$ cat src/rtl/group_acc_pkg.sv
// Shared result record and width-generic arithmetic helpers for the group accumulator.
// Helpers operate on a 64-bit carrier with the real operand width passed in.
package group_acc_pkg;

    localparam int MAX_W         = 64;
    localparam int DEF_OUT_WIDTH = 40;
    localparam int DEF_CH_W      = 2;
    localparam int DEF_CNT_W     = 8;

    typedef logic [MAX_W-1:0] wide_t;

    typedef struct packed {
        logic [DEF_OUT_WIDTH-1:0] sum;
        logic [DEF_CH_W-1:0]      channel;
        logic [DEF_CNT_W-1:0]     count;
        logic                     overflow;
    } result_t;

    function automatic wide_t width_mask(input int w);
        return (w >= MAX_W) ? '1 : ((wide_t'(1) << w) - wide_t'(1));
    endfunction

    // Sign- or zero-extend the low w bits of v across the whole carrier.
    function automatic wide_t ext_operand(input wide_t v, input int w, input logic sgn);
        logic neg;
        neg = sgn && (((v >> (w - 1)) & wide_t'(1)) != '0);
        return neg ? (v | ~width_mask(w)) : (v & width_mask(w));
    endfunction

    // Operands are already extended, so bit w of the sum is the (w+1)-bit result's top bit.
    function automatic logic add_overflows(input wide_t a, input wide_t b, input int w,
                                           input logic sgn);
        wide_t s;
        logic  hi;
        logic  msb;
        s   = a + b;
        hi  = ((s >> w) & wide_t'(1)) != '0;
        msb = ((s >> (w - 1)) & wide_t'(1)) != '0;
        return sgn ? (hi != msb) : hi;
    endfunction

    function automatic wide_t sat_add(input wide_t a, input wide_t b, input int w,
                                      input logic sgn, input logic sat);
        wide_t s;
        s = a + b;
        if (sat && add_overflows(a, b, w, sgn)) begin
            if (!sgn)
                s = width_mask(w);
            else if (((s >> w) & wide_t'(1)) != '0)
                s = wide_t'(1) << (w - 1);
            else
                s = width_mask(w) >> 1;
        end
        return s & width_mask(w);
    endfunction

endpackage

$ cat src/rtl/group_acc_obuf.sv
// Result FIFO between the accumulator and the consumer; head is visible whenever non-empty.
// Occupancy, full and empty are registered so ready has no path from the pop side.
module group_acc_obuf
    import group_acc_pkg::*;
#(
    parameter type data_t = result_t,
    parameter int  DEPTH  = 8
) (
    input  logic  clk,
    input  logic  rst_n,
    input  logic  push_i,
    input  data_t data_i,
    input  logic  pop_i,
    output data_t data_o,
    output logic  full_o,
    output logic  empty_o
);

    localparam int AW = $clog2(DEPTH);

    data_t         mem [DEPTH];
    logic [AW-1:0] wr_ptr_q, rd_ptr_q;
    logic [AW:0]   count_q, count_d;
    logic          full_q, empty_q;
    logic          do_push, do_pop;

    assign do_push = push_i && !full_q;
    assign do_pop  = pop_i && !empty_q;

    always_comb begin
        count_d = count_q;
        case ({do_push, do_pop})
            2'b10:   count_d = count_q + 1'b1;
            2'b01:   count_d = count_q - 1'b1;
            default: count_d = count_q;
        endcase
    end

    always_ff @(posedge clk) begin
        if (do_push)
            mem[wr_ptr_q] <= data_i;
    end

    always_ff @(posedge clk or negedge rst_n) begin
        if (!rst_n) begin
            wr_ptr_q <= '0;
            rd_ptr_q <= '0;
            count_q  <= '0;
            full_q   <= 1'b0;
            empty_q  <= 1'b1;
        end else begin
            if (do_push) wr_ptr_q <= wr_ptr_q + 1'b1;
            if (do_pop)  rd_ptr_q <= rd_ptr_q + 1'b1;
            count_q <= count_d;
            full_q  <= (count_d == (AW + 1)'(DEPTH));
            empty_q <= (count_d == '0);
        end
    end

    assign data_o  = empty_q ? '0 : mem[rd_ptr_q];
    assign full_o  = full_q;
    assign empty_o = empty_q;

endmodule

$ cat src/rtl/multichannel_group_accumulator.sv
// Per-channel running sums over interleaved groups; each completed group is queued
// as {sum, channel, count, overflow} in an output FIFO.
module multichannel_group_accumulator
    import group_acc_pkg::*;
#(
    parameter int WIDTH      = 32,
    parameter int OUT_WIDTH  = 40,
    parameter int CHANNELS   = 4,
    parameter int OBUF_DEPTH = 8,
    parameter int MAX_GROUP  = 255,
    parameter int SIGNED     = 0,
    parameter int SATURATE   = 1,
    localparam int CH_W      = (CHANNELS > 1) ? $clog2(CHANNELS) : 1,
    localparam int CNT_W     = $clog2(MAX_GROUP + 1)
) (
    input  logic                 clk,
    input  logic                 rst,
    input  logic                 valid_in,
    output logic                 ready,
    input  logic [WIDTH-1:0]     in,
    input  logic [CH_W-1:0]      in_channel,
    input  logic                 end_of_group,
    output logic                 valid_out,
    input  logic                 hold_output,
    output logic [OUT_WIDTH-1:0] out,
    output logic [CH_W-1:0]      out_channel,
    output logic [CNT_W-1:0]     out_count,
    output logic                 out_overflow
);

    typedef struct packed {
        logic [OUT_WIDTH-1:0] sum;
        logic [CH_W-1:0]      channel;
        logic [CNT_W-1:0]     count;
        logic                 overflow;
    } res_t;

    logic [OUT_WIDTH-1:0] acc_arr [CHANNELS];
    logic [CNT_W-1:0]     cnt_arr [CHANNELS];
    logic                 ovf_arr [CHANNELS];

    logic [CH_W-1:0]      ch_sel;
    wide_t                acc_ext, in_ext;
    logic [OUT_WIDTH-1:0] sum_d;
    logic [CNT_W-1:0]     cnt_d;
    logic                 ovf_d;
    logic                 accept, push, pop, full, empty;
    res_t                 push_res, head_res;

    assign ch_sel = (CHANNELS > 1) ? in_channel : '0;
    assign ready  = rst && !full;
    assign accept = valid_in && ready;
    assign push   = accept && end_of_group;
    assign pop    = valid_out && !hold_output;

    assign acc_ext = ext_operand(wide_t'(acc_arr[ch_sel]), OUT_WIDTH, SIGNED != 0);
    assign in_ext  = ext_operand(wide_t'(in), WIDTH, SIGNED != 0);
    assign sum_d   = OUT_WIDTH'(sat_add(acc_ext, in_ext, OUT_WIDTH, SIGNED != 0, SATURATE != 0));
    assign ovf_d   = ovf_arr[ch_sel] || add_overflows(acc_ext, in_ext, OUT_WIDTH, SIGNED != 0);
    assign cnt_d   = (cnt_arr[ch_sel] == CNT_W'(MAX_GROUP)) ? cnt_arr[ch_sel]
                                                            : cnt_arr[ch_sel] + 1'b1;

    genvar gi;
    generate
        for (gi = 0; gi < CHANNELS; gi++) begin : g_chan
            logic [OUT_WIDTH-1:0] acc_q;
            logic [CNT_W-1:0]     cnt_q;
            logic                 ovf_q;
            logic                 hit;

            assign hit = accept && (ch_sel == CH_W'(gi));

            // A final beat leaves the channel clean for its next group.
            always_ff @(posedge clk or negedge rst) begin
                if (!rst) begin
                    acc_q <= '0;
                    cnt_q <= '0;
                    ovf_q <= 1'b0;
                end else if (hit) begin
                    acc_q <= end_of_group ? '0 : sum_d;
                    cnt_q <= end_of_group ? '0 : cnt_d;
                    ovf_q <= end_of_group ? 1'b0 : ovf_d;
                end
            end

            assign acc_arr[gi] = acc_q;
            assign cnt_arr[gi] = cnt_q;
            assign ovf_arr[gi] = ovf_q;
        end
    endgenerate

    always_comb begin
        push_res          = '0;
        push_res.sum      = sum_d;
        push_res.channel  = ch_sel;
        push_res.count    = cnt_d;
        push_res.overflow = ovf_d;
    end

    group_acc_obuf #(
        .data_t (res_t),
        .DEPTH  (OBUF_DEPTH)
    ) u_obuf (
        .clk     (clk),
        .rst_n   (rst),
        .push_i  (push),
        .data_i  (push_res),
        .pop_i   (pop),
        .data_o  (head_res),
        .full_o  (full),
        .empty_o (empty)
    );

    assign valid_out    = !empty;
    assign out          = head_res.sum;
    assign out_channel  = head_res.channel;
    assign out_count    = head_res.count;
    assign out_overflow = head_res.overflow;

endmodule

$ cat config.mk
export PLATFORM = sky130hd
export DESIGN_NAME = multichannel_group_accumulator
export DESIGN_NICKNAME = d
export VERILOG_FILES = /design/src/rtl/group_acc_pkg.sv /design/src/rtl/group_acc_obuf.sv /design/src/rtl/multichannel_group_accumulator.sv
export SDC_FILE = /design/constraint.sdc
export NUM_CORES = 1
export LEC_CHECK = 0
export ABC_CLOCK_PERIOD_IN_PS = 5800
export CELL_PAD_IN_SITES_DETAIL_PLACEMENT = 1
export CELL_PAD_IN_SITES_GLOBAL_PLACEMENT = 1
export CORE_MARGIN = 5
export CORE_UTILIZATION = 52
export DETAILED_ROUTE_END_ITERATION = 10
export HOLD_SLACK_MARGIN = 0.06
export PLACE_DENSITY_LB_ADDON = 0.1
export SLEW_MARGIN = 0
export SYNTH_ARGS = -nofsm -noshare
export SYNTH_HDL_FRONTEND = slang
export SYNTH_SLANG_ARGS = --single-unit
export TNS_END_PERCENT = 20
$ cat constraint.sdc
create_clock -name clk -period 5.8 [get_ports clk]
set_input_delay 1.74 -clock clk [delete_from_list [all_inputs] [get_ports clk]]
set_output_delay 1.74 -clock clk [all_outputs]
set_load 0.005 [all_outputs]
==> impl_results.rst <==
.. list-table::
   :header-rows: 1

   * - Metric
     - Value
   * - Cell type with the highest occurrence count on the critical path
     - sky130_fd_sc_hd__buf_4
   * - Core occupancy in the finished layout
     - 61.8%
   * - Pwr dens
     - 554 nW/um^2
   * - Initial antenna violation count
     - 2
   * - Max Transition Viols Final
     - 0
   * - Buffer cell driving the clock tree root
     - sky130_fd_sc_hd__clkbuf_16
   * - Share of the yosys chip area belonging to registers
     - 64.5%
   * - Maximum clock frequency
     - 190 MHz
   * - Fin worst setup slack
     - 0.547 ns
   * - Type of the worst setup path
     - in -> reg
   * - Main area contributors after synthesis
     - sky130_fd_sc_hd__edfxtp_1 45%, sky130_fd_sc_hd__dfrtp_1 19%, sky130_fd_sc_hd__mux4_2 13%
   * - Share of layout cells above drive strength 1
     - 22.6%
   * - Mapped Cells
     - 1786
   * - Number of setup violations in the final report
     - 0
   * - VDD IR-drop max
     - 0.300 mV
   * - Placer Congestion
     - 0.903
   * - Post-Synthesis Mean Instance Area
     - 15.2 um^2
   * - Register-to-Register Setup Slack
     - 1.78 ns
   * - Standard-cell row count
     - 83
   * - Worst stage delay on the critical path
     - 0.49 ns
   * - Number of DRC violations after detailed routing
     - 0
   * - P_sw
     - 6.14 mW
   * - Number of violations of the max-capacitance limit
     - 0
   * - Synth Warn #
     - 0
   * - Cell type of the slowest stage on the worst timing path
     - sky130_fd_sc_hd__buf_2
   * - Largest net degree at the start of global routing
     - 63
   * - Cell type with the highest aggregate area in the netlist
     - sky130_fd_sc_hd__edfxtp_1
   * - Switching power share of the total
     - 34.8%
   * - Final TNS setup
     - 0 ns
   * - Detail Placement HPWL
     - 47.1 mm
   * - Most common library cell in the layout ignoring fill and taps
     - sky130_fd_sc_hd__edfxtp_1
   * - Critical path endpoint category
     - flop
   * - IO Port Bufs
     - 91
   * - Chip Height
     - 238 um
   * - Total inserted antenna cells
     - 0
   * - Startpoint of the worst register-to-register path
     - g_chan[3].acc_q[0]
   * - Max-slew headroom
     - 34.9%
   * - Result of the run
     - finished clean
   * - Number of I/O pins
     - 92
   * - Minimum setup slack after placement
     - -0.0000306 ns
   * - Routed length per placed instance
     - 27.0 um
   * - Via Count
     - 16600
   * - Share of total power in the clock network
     - 22.6%
   * - Final routed wirelength across all metal layers
     - 73.2 mm
   * - Number of iterations in the first detailed-routing pass
     - 4
   * - Layout net count
     - 2053
   * - Synth unique cells
     - 74
   * - Antenna-violating nets left
     - 0
   * - Data arrival time at the worst-slack endpoint
     - 5.60 ns
   * - Worst setup startpoint
     - in_channel[1]
   * - Remaining global-route overflow
     - 0
   * - Setup repair after global routing missed its margin
     - no
   * - Least-Margin Pin Slew
     - 0.973 ns
   * - Reg2Reg Capture Point
     - u_obuf.mem[6][46]
   * - Crit path max fanout
     - 22
   * - Signed area change from the synthesized netlist to the final layout
     - 17.6%
   * - Count of endpoints failing hold in the final timing report
     - 0
   * - # Post-CTS Setup Buffers
     - 0
   * - Via count of the first global-routing pass
     - 18100
   * - Reg power frac
     - 37.3%
   * - Highest-count cells in the layout ignoring fill and taps
     - 408 x sky130_fd_sc_hd__edfxtp_1, 210 x sky130_fd_sc_hd__nand2_1, 204 x sky130_fd_sc_hd__dfrtp_1, 151 x sky130_fd_sc_hd__mux4_2, 109 x sky130_fd_sc_hd__buf_4
   * - H-tree depth reported by CTS
     - 2
   * - Capturing instance or port of the critical path
     - u_obuf.mem[6][46]
   * - Clock buffer depth
     - 3
   * - Worst min-delay path class
     - reg -> reg
   * - Minimum clock period
     - 5.25 ns
   * - Clock slew seen by the registers of the worst setup and hold paths
     - 0.06 ns
   * - Clock sink count
     - 616
   * - Post-DR vias/cell
     - 6.15
   * - GRT Resource Usage Total
     - 26.2%
   * - Number of register bits inferred by synthesis
     - 616
   * - Initial cell density of the core
     - 52.6%
   * - Share of the synthesized area in the top cell type
     - 45.2%
   * - Fraction of registers with async set/reset
     - 33.8%
   * - Number of clock buffers inserted by TritonCTS
     - 61
   * - Path depth of the worst reg2reg path
     - 13
   * - Proportion of power drawn by combinational gates
     - 40.1%
   * - Cell-by-cell trace of the critical path
     - buf_2 > buf_12 > buf_4 > mux4_2 > ha_1 > buf_4 > a21oi_1 > o21ai_1 > a211oi_1 > nor2_1 > o41a_4 > nor2b_4 > buf_4 > nor2_4 > inv_1
   * - Total leakage power
     - 12.1 nW
   * - Insertion delay to the later sink of the worst-skew pair
     - 0.64 ns
   * - Clock tree from TritonCTS
     - yes
   * - CORE AREA
     - 51500 um^2
   * - Die X
     - 238 um
   * - Net count after synthesis
     - 1865
   * - Mapped Area
     - 27100 um^2
   * - Total die area
     - 56700 um^2
   * - Post-cts sizing count
     - 0
   * - Wire length of the first global-routing pass
     - 114 mm
   * - Period utilization
     - 90.6%
   * - Number of synthesized flops with an enable pin
     - 408
   * - Hold_buf cts
     - 0
   * - Most used flip-flop cell after synthesis
     - sky130_fd_sc_hd__edfxtp_1
   * - Nature of the critical path startpoint
     - primary input
   * - Setup clock skew after layout
     - 0.0309 ns
   * - Internal power component
     - 11.5 mW
   * - Violation count after the first detailed-routing iteration
     - 1266
   * - Required time of the worst setup path
     - 6.15 ns
-- area by class of cell --
cell class / instances / area (um^2)
fillers: 4759 / 19700
multi-input cells: 1035 / 9110
repair buffers: 224 / 2220
clock buffers: 83 / 1720
well taps: 680 / 851
clock inverters: 33 / 335
flip-flops and latches: 616 / 17500
inverters: 36 / 135
-- kinds of logic after synthesis --
group / Yosys count / synth area share (%)
AOI/OAI and AO/OA: 326 / 7.86
xor gates and xnor gates: 39 / 1.26
adders and majority gates: 40 / 1.90
buffers and inverters: 135 / 2.14
DFF: 616 / 64.5
muxes: 214 / 14.9
and+or+nand+nor: 416 / 7.45
-- state kept, by name (all words and copies together) (netlist names) --
signal	count
u_obuf.wr_ptr_q	3
u_obuf.full_o	1
u_obuf.count_q	4
u_obuf.mem	408
u_obuf.rd_ptr_q	3
g_chan.acc_q	160
g_chan.cnt_q	32
u_obuf.empty_o	1
g_chan.ovf_q	4
-- metal layers --
metal / global-route usage, % / wire length (um)
met1: 37.9 / 31800
met2: 43.2 / 36300
met3: 3.22 / 3570
met5: 0 / 13
met4: 6.37 / 1540
-- cell usage after synthesis, types with 13 or more instances --
cell / count
sky130_fd_sc_hd__a21oi_1: 35
sky130_fd_sc_hd__a22o_1: 32
sky130_fd_sc_hd__a31oi_1: 21
sky130_fd_sc_hd__and3_1: 13
sky130_fd_sc_hd__buf_2: 14
sky130_fd_sc_hd__clkbuf_1: 66
sky130_fd_sc_hd__dfrtp_1: 207
sky130_fd_sc_hd__edfxtp_1: 408
sky130_fd_sc_hd__ha_1: 38
sky130_fd_sc_hd__inv_1: 36
sky130_fd_sc_hd__mux2i_1: 55
sky130_fd_sc_hd__mux4_2: 151
sky130_fd_sc_hd__nand2_1: 210
sky130_fd_sc_hd__nand3_1: 15
sky130_fd_sc_hd__nor2_1: 98
sky130_fd_sc_hd__o21ai_0: 101
sky130_fd_sc_hd__o21ai_1: 54
sky130_fd_sc_hd__o221a_2: 16
sky130_fd_sc_hd__xnor2_1: 20
sky130_fd_sc_hd__xor2_1: 19
-- critical path: cells and delay by family --
family	cells	cell delay [ns]
AO/OA/AOI/OAI	4	1.13
adder cells (fa/ha/maj)	1	0.31
AND/OR/NAND/NOR	3	0.59
buffers and inverters	6	1.48
multiplexers	1	0.34
-- how the worst min path moves through the flow --
| stage | startpoint | end | slack, ns | depth (start not counted) |
|---|---|---|---|---|
| after global placement | g_chan[3].acc_q[32] | g_chan[3].acc_q[32] | 0.45 | 2 |
| final | g_chan[0].cnt_q[7] | g_chan[0].cnt_q[7] | 0.48 | 2 |
| after detailed placement | g_chan[0].cnt_q[7] | g_chan[0].cnt_q[7] | 0.46 | 2 |
| after global routing | g_chan[2].acc_q[12] | g_chan[2].acc_q[12] | 0.50 | 2 |
| after floorplan | g_chan[2].cnt_q[7] | g_chan[2].cnt_q[7] | 0.44 | 2 |
| after CTS | g_chan[0].cnt_q[7] | g_chan[0].cnt_q[7] | 0.48 | 2 |
-- power by group through the flow --
stage	combinational, mW	clock, mW	sequential [mW]
after floorplan	4.16	0	6.29
after global placement	6.75	0	6.62
after detailed placement	7.02	0	6.67
after CTS	7.10	4.07	6.59
after global routing	7.63	4.28	6.67
final	7.07	3.99	6.59
-- per-stage QoR --
step	instance area, um^2	power, mW	cells	hold slack (ns)
6_report	31800	17.6	2707	0.476
3_3_place_gp	29800	13.4	2591	0.454
2_1_floorplan	27100	10.5	1786	0.441
4_1_cts	31800	17.8	2707	0.477
3_5_place_dp	29800	13.7	2591	0.462
5_1_grt	31800	18.6	2707	0.505
(Power assumes the default switching activity.)
==> RTL change, RTL diff (same settings) <==
Set the parameter `SIGNED` to 1 (it was 0).
--- a/src/rtl/multichannel_group_accumulator.sv
+++ b/src/rtl/multichannel_group_accumulator.sv
@@ -10,3 +10,3 @@
     parameter int MAX_GROUP  = 255,
-    parameter int SIGNED     = 0,
+    parameter int SIGNED     = 1,
     parameter int SATURATE   = 1,
Formal check against the unedited RTL: not equivalent (Yosys sat finds a counterexample within 4 cycles, from zero or initial values and one cycle with rst low).
==> RTL change against the original RTL <==
- critical path depth fell by 1
- sequential cell count did not move
- die area rose by 0.65%
- count of clock-buffer cells in the layout rose by 8
- critical endpoint is now g_chan[1].acc_q[8]$_DFFE_PN0P_
- final area rose by 1.8%
- setup slack got worse by 0.20 ns
- synthesized area rose by 0.68%
- wire length rose by 4.6%
- utilization rose by 0.23 points
- power rose by 10%
- combinational power rose by 19%
- cell count rose by 3.6%
- sequential power rose by 7.6%
- highest routed layer is now met4
==> RTL change: results (changes against the original RTL) <==
* Setup skew after layout at 0.02344 ns (-0.007446 ns)
* Overall routing resource usage at 0.2727 (+0.01089)
* Hold Path Sink: g_chan[1].acc_q[6]$_DFFE_PN0P_
* Mean cell area of the mapped netlist at 14.99 um2 (-1.1%)
* Detail Placement HPWL at 50440 um (+7.1%)
* Launch instance of the worst min-delay path: g_chan[1].acc_q[6]$_DFFE_PN0P_
* Hold slack at 0.4777 ns (+0.002121 ns)
* Synthesized-area fraction occupied by adder cells at 0.02258 (+0.003541)
* Wire length reported by the detailed router at 76490 um (+4.6%)
* Endpoint of the most critical register-to-register path: g_chan[1].acc_q[8]$_DFFE_PN0P_
* Run status: complete, no violations
* Data arrival time of the critical path at 5.96 ns (+0.36 ns)
* Synthesized-area fraction occupied by xor and xnor cells at 0.01285 (+0.0002355)
* Length of routed wiring on met1 at 32790 um (+3.3%)
* Finished layout cell area at 32410 um2 (+1.8%)
* Mapped Nets at 1906 (+2.2%)
* Total length of routed met2 wires at 37760 um (+4.1%)
* Compound-cell area share of the yosys netlist at 0.07901 (+0.0003837)
* First-pass GRT wire length at 118300 um (+4.0%)
* CP max stage delay at 0.47 ns (-0.02 ns)
* Clock period minus final worst setup slack at 5.456 ns (+0.2028 ns)
* Antenna violations before repair at 0 (-2)
* Fraction of synthesized area in multiplexers at 0.1581 (+0.008898)
* R2r setup slk at 1.65 ns (-0.13 ns)
* Maximum fanout count along the critical path at 15 (-32%)
* Initial detailed-routing violation count at 1256 (-0.79%)
* Commonest cells post-synth: edfxtp_1, dfrtp_1, nand2_1
* Post-placement cell area at 30440 um2 (+2.2%)
* Main area contributors after synthesis: edfxtp_1, dfrtp_1, mux4_2
* Grt met2 use at 0.4541 (+0.02219)
* IR Drop Worst-Case VDD at 0.2847 mV (-5.2%)
* Leakage at 0.01240 uW (+2.1%)
* FILL cells at 4842 (+1.7%)
* Largest net degree at the start of global routing at 77 (+22%)
* Global routing met3 resource utilization at 0.04626 (+0.01402)
* Grt met1 use at 0.3891 (+0.009828)
* Vias in the first global route at 18780 (+4.0%)
* Portion of the post-synthesis area used by sequential elements at 0.6402 (-0.004377)
RTL change: metrics by stage:
step,power (uW),worst slack [ns],std cells,utilization
after CTS,19500,0.3936,2805,0.6205
after global routing,20460,0.09839,2805,0.6205
after floorplan,11340,0.01339,1819,-
after detailed placement,15500,-0.2344,2692,0.5828
after global placement,15110,-0.1542,2692,0.5828
final,19430,0.3437,2805,0.6205
RTL change: worst max-delay path by stage:
| stage | from | endpoint | slack [ns] | cells past startpoint |
|---|---|---|---|---|
| after floorplan | in_channel[1] | u_obuf.mem[0][32]$_DFFE_PP_ | 0.01 | 16 |
| after global placement | in_channel[0] | u_obuf.mem[4][44]$_DFFE_PP_ | -0.15 | 15 |
| after detailed placement | in_channel[1] | g_chan[1].acc_q[11]$_DFFE_PN0P_ | -0.23 | 14 |
| after CTS | in_channel[1] | g_chan[2].acc_q[19]$_DFFE_PN0P_ | 0.39 | 14 |
| after global routing | in_channel[1] | u_obuf.mem[3][17]$_DFFE_PP_ | 0.1 | 14 |
| final | in_channel[1] | g_chan[1].acc_q[8]$_DFFE_PN0P_ | 0.34 | 14 |
RTL change: power groups by stage:
stage | Sequential, uW | Combinational (uW) | Clock, uW
after floorplan | 6710 | 4640 | 0
after global placement | 7120 | 7990 | 0
after detailed placement | 7180 | 8330 | 0
after CTS | 7110 | 8440 | 3950
after global routing | 7180 | 9080 | 4190
final | 7090 | 8440 | 3890
RTL change: layout make-up:
type                       instances  share of cell area
sequential                       616              0.5390
multi-input combinational       1079              0.2891
timing repair buffer             292             0.08265
clock buffer                      91             0.05339
tap                              688             0.02656
clock inverter                    22            0.007335
inverter                          17            0.001969
